==> src/rtl/byte_parity_pkg.sv <==
// byte_parity_pkg: shared types and width helpers for the byte parity checker.
//   bp_chk_state_t     : checker FSM states
//   DEFAULT_DATA_WIDTH : default data/parity word width
//   cnt_width/idx_width: widths of the mismatch count and bit index fields
package byte_parity_pkg;

  typedef enum logic [1:0] {
    IDLE  = 2'd0,
    CHECK = 2'd1,
    DONE  = 2'd2
  } bp_chk_state_t;

  localparam int unsigned DEFAULT_DATA_WIDTH = 8;

  // Count must hold 0..width inclusive; index must address 0..width-1.
  function automatic int unsigned cnt_width(input int unsigned width);
    return $clog2(width + 1);
  endfunction

  function automatic int unsigned idx_width(input int unsigned width);
    return $clog2(width);
  endfunction

  localparam int unsigned DEFAULT_CNT_W = cnt_width(DEFAULT_DATA_WIDTH);
  localparam int unsigned DEFAULT_IDX_W = idx_width(DEFAULT_DATA_WIDTH);

endpackage

==> src/rtl/byte_parity_check_if.sv <==
// byte_parity_check_if: start/done handshake plus data and result bus of the
// parity checker.
//   master: drives start, byte_a, byte_b, byte_parity; observes results
//   slave : the checker; observes request, drives busy, done and results
interface byte_parity_check_if
  import byte_parity_pkg::*;
#(
  parameter int unsigned DATA_WIDTH = DEFAULT_DATA_WIDTH
) ();

  localparam int unsigned CNT_W = cnt_width(DATA_WIDTH);
  localparam int unsigned IDX_W = idx_width(DATA_WIDTH);

  logic                  start;
  logic [DATA_WIDTH-1:0] byte_a;
  logic [DATA_WIDTH-1:0] byte_b;
  logic [DATA_WIDTH-1:0] byte_parity;
  logic                  busy;
  logic                  done;
  logic                  parity_err;
  logic [DATA_WIDTH-1:0] err_mask;
  logic [CNT_W-1:0]      err_count;
  logic [IDX_W-1:0]      first_err_idx;

  modport master (
    output start, byte_a, byte_b, byte_parity,
    input  busy, done, parity_err, err_mask, err_count, first_err_idx
  );

  modport slave (
    input  start, byte_a, byte_b, byte_parity,
    output busy, done, parity_err, err_mask, err_count, first_err_idx
  );

endinterface

==> src/rtl/bit_parity_check.sv <==
// bit_parity_check: combinational single-bit parity compare.
//   bit_a, bit_b : data bits
//   bit_parity   : received parity bit
//   bit_err      : 1 when bit_parity != bit_a ^ bit_b
module bit_parity_check (
  input  logic bit_a,
  input  logic bit_b,
  input  logic bit_parity,
  output logic bit_err
);

  assign bit_err = bit_parity ^ bit_a ^ bit_b;

endmodule

==> src/rtl/byte_parity_check.sv <==
// byte_parity_check: receive-side parity checker. Latches two data words and
// their parity word on an accepted start, checks one bit per clock, then
// pulses done with pass/fail, mismatch mask, mismatch count and first index.
//   clk   : clock, rising edge
//   reset : synchronous, active-high
//   bus   : slave side of byte_parity_check_if (request in, results out)
module byte_parity_check
  import byte_parity_pkg::*;
#(
  parameter int unsigned DATA_WIDTH = DEFAULT_DATA_WIDTH
) (
  input  logic                 clk,
  input  logic                 reset,
  byte_parity_check_if.slave   bus
);

  localparam int unsigned CNT_W = cnt_width(DATA_WIDTH);
  localparam int unsigned IDX_W = idx_width(DATA_WIDTH);

  bp_chk_state_t         state_q, state_d;
  logic                  busy_q, busy_d;
  logic                  done_q, done_d;
  logic [DATA_WIDTH-1:0] lat_a_q, lat_a_d;
  logic [DATA_WIDTH-1:0] lat_b_q, lat_b_d;
  logic [DATA_WIDTH-1:0] lat_p_q, lat_p_d;
  logic [IDX_W-1:0]      bit_idx_q, bit_idx_d;
  logic                  found_q, found_d;
  logic                  parity_err_q, parity_err_d;
  logic [DATA_WIDTH-1:0] err_mask_q, err_mask_d;
  logic [CNT_W-1:0]      err_count_q, err_count_d;
  logic [IDX_W-1:0]      first_idx_q, first_idx_d;
  logic                  bit_err;

  // Single comparator fed from the latched words through the bit_idx mux.
  bit_parity_check u_bit_chk (
    .bit_a      (lat_a_q[bit_idx_q]),
    .bit_b      (lat_b_q[bit_idx_q]),
    .bit_parity (lat_p_q[bit_idx_q]),
    .bit_err    (bit_err)
  );

  // State register.
  always_ff @(posedge clk) begin
    if (reset) begin
      state_q <= IDLE;
      busy_q  <= 1'b0;
      done_q  <= 1'b0;
    end else begin
      state_q <= state_d;
      busy_q  <= busy_d;
      done_q  <= done_d;
    end
  end

  // Next-state and next-datapath logic.
  always_comb begin
    state_d      = state_q;
    lat_a_d      = lat_a_q;
    lat_b_d      = lat_b_q;
    lat_p_d      = lat_p_q;
    bit_idx_d    = bit_idx_q;
    found_d      = found_q;
    parity_err_d = parity_err_q;
    err_mask_d   = err_mask_q;
    err_count_d  = err_count_q;
    first_idx_d  = first_idx_q;

    unique case (state_q)
      IDLE: begin
        if (bus.start) begin
          lat_a_d      = bus.byte_a;
          lat_b_d      = bus.byte_b;
          lat_p_d      = bus.byte_parity;
          bit_idx_d    = '0;
          found_d      = 1'b0;
          parity_err_d = 1'b0;
          err_mask_d   = '0;
          err_count_d  = '0;
          first_idx_d  = '0;
          state_d      = CHECK;
        end
      end
      CHECK: begin
        if (bit_err) begin
          err_mask_d[bit_idx_q] = 1'b1;
          // At most DATA_WIDTH increments per check, so the count cannot wrap.
          err_count_d  = err_count_q + CNT_W'(1);
          parity_err_d = 1'b1;
          if (!found_q) begin
            found_d     = 1'b1;
            first_idx_d = bit_idx_q;
          end
        end
        if (bit_idx_q == IDX_W'(DATA_WIDTH - 1)) begin
          state_d = DONE;
        end else begin
          bit_idx_d = bit_idx_q + IDX_W'(1);
        end
      end
      DONE: begin
        state_d = IDLE;
      end
      default: begin
        state_d = IDLE;
      end
    endcase

    // Status flags are registered views of the upcoming state.
    busy_d = (state_d != IDLE);
    done_d = (state_d == DONE);
  end

  // Datapath registers.
  always_ff @(posedge clk) begin
    if (reset) begin
      lat_a_q      <= '0;
      lat_b_q      <= '0;
      lat_p_q      <= '0;
      bit_idx_q    <= '0;
      found_q      <= 1'b0;
      parity_err_q <= 1'b0;
      err_mask_q   <= '0;
      err_count_q  <= '0;
      first_idx_q  <= '0;
    end else begin
      lat_a_q      <= lat_a_d;
      lat_b_q      <= lat_b_d;
      lat_p_q      <= lat_p_d;
      bit_idx_q    <= bit_idx_d;
      found_q      <= found_d;
      parity_err_q <= parity_err_d;
      err_mask_q   <= err_mask_d;
      err_count_q  <= err_count_d;
      first_idx_q  <= first_idx_d;
    end
  end

  assign bus.busy          = busy_q;
  assign bus.done          = done_q;
  assign bus.parity_err    = parity_err_q;
  assign bus.err_mask      = err_mask_q;
  assign bus.err_count     = err_count_q;
  assign bus.first_err_idx = first_idx_q;

endmodule

==> src/flat_wrapper.sv <==
// flat-port wrapper written by rule: the top's interface ports become plain ports
module byte_parity_check_flat import byte_parity_pkg::*;
#(
  parameter int unsigned DATA_WIDTH = DEFAULT_DATA_WIDTH
)
  (clk, reset, bus_start, bus_byte_a, bus_byte_b, bus_byte_parity, bus_busy, bus_done, bus_parity_err, bus_err_mask, bus_err_count, bus_first_err_idx);
  byte_parity_check_if #(.DATA_WIDTH(DATA_WIDTH)) bus_i ();
  input  logic clk;
  input  logic reset;
  input wire logic [$bits(bus_i.start)-1:0] bus_start;
  input wire logic [$bits(bus_i.byte_a)-1:0] bus_byte_a;
  input wire logic [$bits(bus_i.byte_b)-1:0] bus_byte_b;
  input wire logic [$bits(bus_i.byte_parity)-1:0] bus_byte_parity;
  output wire logic [$bits(bus_i.busy)-1:0] bus_busy;
  output wire logic [$bits(bus_i.done)-1:0] bus_done;
  output wire logic [$bits(bus_i.parity_err)-1:0] bus_parity_err;
  output wire logic [$bits(bus_i.err_mask)-1:0] bus_err_mask;
  output wire logic [$bits(bus_i.err_count)-1:0] bus_err_count;
  output wire logic [$bits(bus_i.first_err_idx)-1:0] bus_first_err_idx;
  assign bus_i.start = bus_start;
  assign bus_i.byte_a = bus_byte_a;
  assign bus_i.byte_b = bus_byte_b;
  assign bus_i.byte_parity = bus_byte_parity;
  assign bus_busy = bus_i.busy;
  assign bus_done = bus_i.done;
  assign bus_parity_err = bus_i.parity_err;
  assign bus_err_mask = bus_i.err_mask;
  assign bus_err_count = bus_i.err_count;
  assign bus_first_err_idx = bus_i.first_err_idx;
  byte_parity_check #(.DATA_WIDTH(DATA_WIDTH)) u_core (.clk(clk), .reset(reset), .bus(bus_i));
endmodule
==> config.mk <==
export PLATFORM = sky130hd
export DESIGN_NAME = byte_parity_check_flat
export DESIGN_NICKNAME = d
export VERILOG_FILES = /design/src/rtl/byte_parity_pkg.sv /design/src/rtl/byte_parity_check_if.sv /design/src/rtl/bit_parity_check.sv /design/src/rtl/byte_parity_check.sv /design/src/flat_wrapper.sv
export SDC_FILE = /design/constraint.sdc
export NUM_CORES = 1
export LEC_CHECK = 0
export ABC_AREA = 1
export BUFFER_PORTS_ARGS = -buffer_cell sky130_fd_sc_hd__buf_4
export CAP_MARGIN = 20
export CORE_MARGIN = 2
export CORE_UTILIZATION = 40
export CTS_CLUSTER_SIZE = 12
export DETAILED_ROUTE_END_ITERATION = 8
export MAX_ROUTING_LAYER = met4
export RECOVER_POWER = 50
export SETUP_SLACK_MARGIN = 0.3
export SYNTH_ARGS = -nofsm -noshare
export SYNTH_HDL_FRONTEND = slang
export SYNTH_HIERARCHICAL = 1
export SYNTH_SLANG_ARGS = --single-unit
==> constraint.sdc <==
create_clock -name clk -period 2.5 [get_ports clk]
set_input_delay 0.375 -clock clk [delete_from_list [all_inputs] [get_ports clk]]
set_output_delay 0.375 -clock clk [all_outputs]
set_load 0.05 [all_outputs]
==> flow_summary.ini, run 1 <==
[sta]
worst_slew_pin_slew_ns = 1.06
max_freq_mhz = 492
setup_ws_ns = 0.466
fin_skew_ns = 0.00548
hold_viol_final = 0
rsz0062_at_grt = true
slew_violations = 0
slew_headroom_pct = 29.3
fin_setup_tns_ns = 0
setup_viol = 0
fin_crit_ns = 2.03
post-route-period-util_pct = 81.4

[detailed_routing]
drt_iter0_markers = 90
drt-vias-per-instance = 4.73
num_vias = 1825
ant_nets = 0
drtPass1Iterations = 4
drc = 0
routed_wl_um = 4310
wl_per_cell_um = 11.2

[synthesis]
synth-seq-cells = 47
syn_avg_cell_area_um2 = 7.20
ys.flop_type = dfxtp_1
synth_edf_count = 0
synth_nets = 311
synth_most_common_cell = nor2_1
synth_top_cell_by_area = dfxtp_1
ys_top_cells_by_count = 71 x nor2_1, 50 x nand2_1, 47 x dfxtp_1, 32 x o21ai_0, 26 x a21oi_1
async_reset_ff_share_pct = 0
yosysWarnings = 6
yosysSeqAreaShare_pct = 46.5
syn_area_mm2 = 0.00202
synthCells = 281
synthDistinctLibCells = 24
synth_area_leaders = dfxtp_1 47%, nor2_1 13%, nand2_1 9.3%
netlist.area_leader.share_pct = 46.5

[floorplan]
io_pins = 45
rows = 25
chipHeight_um = 75.1
die_w_um = 75.1
initial_utilization_pct = 42.2
core_mm2 = 0.00479
die_area_mm2 = 0.00564

[run_status]
outcome = complete, no violations

[global_route]
grt_pass1_vias = 1634
antenna_found_initial = 0
grt_overflow_total = 0
grt_pass1_wl_um = 7110
grt_max_degree = 31
grt_use_total_pct = 17.0

[placement]
gp_congestion = 0.780
dp_hpwl_um = 2890
portBuffers = 44
pre_cts_slack_ns = 0.368

[power]
total_power_w = 0.00152
leakagePower_nw = 0.969
power_density_mw_per_mm2 = 642
ir_drop_v = 0.000347

[layout]
nets = 350
area_delta_synth_final_pct = 17.0
seqCellArea_um2 = 946
post_route_cells_drive_above_1_share_pct = 13.8
final_util_pct = 49.4
fill_cells = 529
multi_input_area_um2 = 930
antenna_cells = 0

[clocking]
cts_root_buf = clkbuf_8
cts_max_level = 2
cts_tree = done
cts.reportedPaths.clkPinSlew_ns = 0.08
cts_hold_buffers = 0
clockBufferDepth = 2
cts_sinks = 47
clkLatencyLatePin_ns = 0.29
postCtsSetupBuffers = 0
ctsResizeCount = 0
cts_inserted_buffers = 5

[setup_path]
cpMaxStageDelayCell = dfxtp_4
worst-path-max-fanout = 13
worst-path-buf-inv = 2
path_common_cell = nand2_1
worstSetupEndpointType = register
cp_slowest_stage_delay_ns = 0.41
required_ns = 2.69
crit_family = simple AND/OR/NAND/NOR gates
startpoint_type = register
r2r_setup_slack_ns = 0.47
critPathLaunch = u_core/bit_idx_q[0]$_SDFFE_PP0P_
crit_type = reg -> reg
path_cells = buf_4 -> nand2_1 -> a21oi_1 -> o21ai_0 -> nand2_1 -> inv_1 -> nand2_1 -> nand2_1 -> nand2_1 -> nand2_1 -> nand3_2 -> nand2_2 -> a21oi_1 -> nor2_1
arrival_ns = 2.22
reg2reg_from = u_core/bit_idx_q[0]$_SDFFE_PP0P_

[job]
drv_cap = 0

[hold_path]
hp-class = in -> reg
min_from = bus_byte_b[1]
flip-flops by register name, summed over array words and instances (netlist names), 2 cells and up:
signal and flops:
u_core/bus.err_mask 8, u_core/lat_a_q 8, u_core/lat_b_q 8, u_core/lat_p_q 8, u_core/bus.err_count 4, u_core/bit_idx_q 3
u_core/bus.first_err_idx 3, u_core/state_q 2
worst min-delay path, stage by stage:
cell and delay, ns:
buf_4 0.07, o21ai_0 0.07, nor2_1 0.07
cell families after synthesis:
kind of cell | Yosys count | synth area share (%)
AOI/OAI and AO/OA | 61 | 15.3
adders and majority gates | 3 | 1.86
and+or+nand+nor | 141 | 28.2
DFF | 47 | 46.5
buffers and inverters | 29 | 8.11
worst paths after layout:
kind | to | cells after the start
worst max register to register | u_core/bus.err_mask[7]$_SDFFE_PP0P_ | 14
worst min-delay path | u_core/lat_b_q[1]$_SDFFE_PP0P_ | 3
worst max-delay path | u_core/bus.err_mask[7]$_SDFFE_PP0P_ | 14
worst min register to register | u_core/bus.err_mask[4]$_SDFFE_PP0P_ | 2
report_power, final:
part / internal [W] / leakage, nW / total (W) / switching [W]
combinational: 0.0000932 / 0.544 / 0.000277 / 0.000184
sequential: 0.000797 / 0.387 / 0.000827 / 0.0000303
clock: 0.000187 / 0.0371 / 0.000415 / 0.000229
through the flow:
step	instance area, µm²	hold slack [ns]	instances
floorplan	2020	0.454	281
global placement	2340	0.463	379
detailed placement	2340	0.462	379
CTS	2420	0.307	385
global route	2370	0.333	386
finish	2370	0.328	386
per-layer routing:
| metal | vias to the layer above | share of wire (%) | routed length, µm | track usage [%] |
|---|---|---|---|---|
| met5 | - | 0 | 0 | - |
| met2 | 36 | 46 | 1980 | 28.4 |
| li1 | 985 | - | - | - |
| met1 | 797 | 48 | 2060 | 19.8 |
| met4 | 0 | 1.3 | 57 | 5.95 |
| met3 | 7 | 4.9 | 211 | 4.42 |
layout make-up:
class / count / share of cell area [%]
Sequential cell: 47 / 40.0
Inverter: 14 / 2.54
Tap cell: 67 / 3.54
Multi-Input combinational cell: 206 / 39.3
Timing Repair Buffer: 46 / 11.6
Clock buffer: 6 / 3.07
cell usage in the layout (no fill, tap or decap):
master | Yosys | routed
buf_4 | 1 | 27
inv_2 | 2 | 1
nand3_1 | 8 | 7
inv_1 | 10 | 10
clkinv_1 | 1 | 1
o22ai_1 | 1 | 1
dfxtp_4 | 0 | 1
clkbuf_8 | 0 | 5
nor2_4 | 1 | 1
inv_4 | 0 | 1
ha_1 | 3 | 3
nor2_1 | 71 | 71
inv_6 | 1 | 1
clkbuf_1 | 2 | 20
a21oi_2 | 1 | 1
nor2_2 | 1 | 1
dfxtp_2 | 0 | 1
nand3_2 | 0 | 1
nor3_1 | 8 | 8
nand2_2 | 1 | 1
nand2_1 | 50 | 51
a21oi_1 | 26 | 26
dfxtp_1 | 47 | 45
o21ai_0 | 32 | 32
nand2_4 | 1 | 1
o21ai_2 | 0 | 1
Note: power is estimated with default switching activity, not from simulation.
==> inputs of run 2 (changes only) <==
==> constraint.sdc (replaced) <==
create_clock -name clk -period 1.6 [get_ports clk]
set_input_delay 0.24 -clock clk [delete_from_list [all_inputs] [get_ports clk]]
set_output_delay 0.24 -clock clk [all_outputs]
set_load 0.05 [all_outputs]
==> run 2 against run 1 <==
Net effect: the run now ends with negative setup slack left; setup slack got worse by 0.62 ns; die area did not move; wire length rose by 2.5%; core utilization rose by 7.0 points; register-to-register slack got worse by 0.62 ns; final area rose by 14%; total power rose by 79%; largest cell class is now multi-input combinational cells; first-iteration DRC count fell by 18%; clock power rose by 110%; highest routed layer unchanged; cell count rose by 4.7%.
==> flow_summary.ini, run 2 (synthesized netlist as in run 1, its figures left out) <==
[run_status]
outcome = finished, violations left
violations = negative setup slack

[clocking]
cts_tree = done
cts.reportedPaths.clkPinSlew_ns = 0.08
clockBufferDepth = 2
cts_inserted_buffers = 5
clkLatencyLatePin_ns = 0.29
cts_root_buf = clkbuf_8
cts_hold_buffers = 0
cts_max_level = 2
cts_sinks = 47

[sta]
post-route-period-util_pct = 110
setup_viol = 21
whs_ns = 0.173
fin_skew_ns = 0.00644
setup_ws_ns = -0.153
fin_crit_ns = 1.75
fin_setup_tns_ns = -2.64
max_freq_mhz = 570
rsz0062_at_grt = true
hold_viol_final = 0
slew_headroom_pct = 60.4
worst_slew_pin_slew_ns = 0.596
slew_violations = 0

[setup_path]
required_ns = 1.79
worstSetupEndpointType = register
startpoint_type = register
worst-path-max-fanout = 16
crit_type = reg -> reg
r2r_setup_slack_ns = -0.15
arrival_ns = 1.95

[floorplan]
die_w_um = 75.1
rows = 25
initial_utilization_pct = 42.2
chipHeight_um = 75.1
die_area_mm2 = 0.00564
core_mm2 = 0.00479
io_pins = 45

[hold_path]
hp-class = in -> reg

[layout]
layout_commonest_cell = nor2_1
post_route_cells_drive_above_1_share_pct = 28.5
area_delta_synth_final_pct = 33.5
stdcell_area_mm2 = 0.00270
nets = 366
fill_cells = 495
layout_common_cells = 70 x nor2_1, 46 x dfxtp_1, 41 x buf_4, 40 x nand2_1, 23 x o21ai_0
antenna_cells = 0

[detailed_routing]
drt_iter0_markers = 74
ant_nets = 0
routed_wl_um = 4420
wl_per_cell_um = 10.9
drc = 0
num_vias = 1912
drtPass1Iterations = 4
drt-vias-per-instance = 4.73

[global_route]
grt_use_total_pct = 17.9
antenna_found_initial = 0
grt_pass1_wl_um = 7580
grt_pass1_vias = 1755
grt_max_degree = 27
grt_overflow_total = 0

[job]
drv_cap = 0

[power]
ir_drop_v = 0.000530
leakagePower_nw = 1.10
power_density_mw_per_mm2 = 1010

[placement]
dp_hpwl_um = 3080
portBuffers = 44
postPlaceCellArea_mm2 = 0.00246
gp_congestion = 0.782
pre_cts_slack_ns = -0.279
-- run 2: area by class of cell --
type	count	area, µm²	area share, %
Clock inverter	2	35.0	1.30
Sequential cell	47	945	35.0
Multi-Input combinational cell	205	1050	38.9
Clock buffer	6	82.6	3.06
Timing Repair Buffer	63	433	16.0
Tap cell	67	83.8	3.11
Inverter	14	68.8	2.55
-- run 2: stage by stage --
step	total power [W]	cells	util, %
after floorplan	0.00167	281	-
after global placement	0.00179	391	51.4
after detailed placement	0.00180	391	51.4
after CTS	0.00273	402	56.2
after global routing	0.00288	404	56.4
final	0.00272	404	56.4
-- run 2: timing repair --
action                     in CTS  in global routing
pin swaps                       9                  9
setup endpoints to repair      21                 47
setup buffers                   3                  2
hold endpoints to repair        0                  0
gates resized for setup        23                 21
-- run 2: per-layer routing --
metal / GRT usage (%) / vias to the layer above / share of wire (%)
met1: 22.1 / 858 / 47
met2: 29.5 / 37 / 48
met3: 3.75 / 4 / 4.3
met5: - / - / 0
met4: 5.16 / 0 / 0.79
li1: - / 1013 / -
-- run 2: worst max-delay path, cell delays in order, from the launching register on --
cell     delay, ns
dfxtp_4       0.42
buf_12        0.12
buf_4         0.12
nand2_2       0.05
a21oi_1       0.14
o21ai_1       0.08
nand2_1       0.09
nand3_2       0.08
nand2_2       0.09
nand3_4       0.12
nand2_8       0.15
nand3_1       0.09
nand2_1       0.06
nor2_1        0.04
-- run 2: path summary, 6_finish.rpt --
kind	from	to	depth (start not counted)
setup / recovery	u_core/bit_idx_q[0]$_SDFFE_PP0P_	u_core/bus.first_err_idx[2]$_SDFFE_PP0P_	13
hold reg to reg	u_core/bus.err_mask[1]$_SDFFE_PP0P_	u_core/bus.err_mask[1]$_SDFFE_PP0P_	2
setup reg to reg	u_core/bit_idx_q[0]$_SDFFE_PP0P_	u_core/bus.first_err_idx[2]$_SDFFE_PP0P_	13
hold / removal	reset	u_core/bus.err_count[1]$_SDFFE_PP0P_	2
-- run 2: where the power goes --
part | internal, W | total [W] | switching (W)
clock network | 0.000505 | 0.000884 | 0.000379
logic | 0.000210 | 0.000536 | 0.000325
registers | 0.00125 | 0.00130 | 0.0000537
total | 0.00196 | 0.00272 | 0.000758
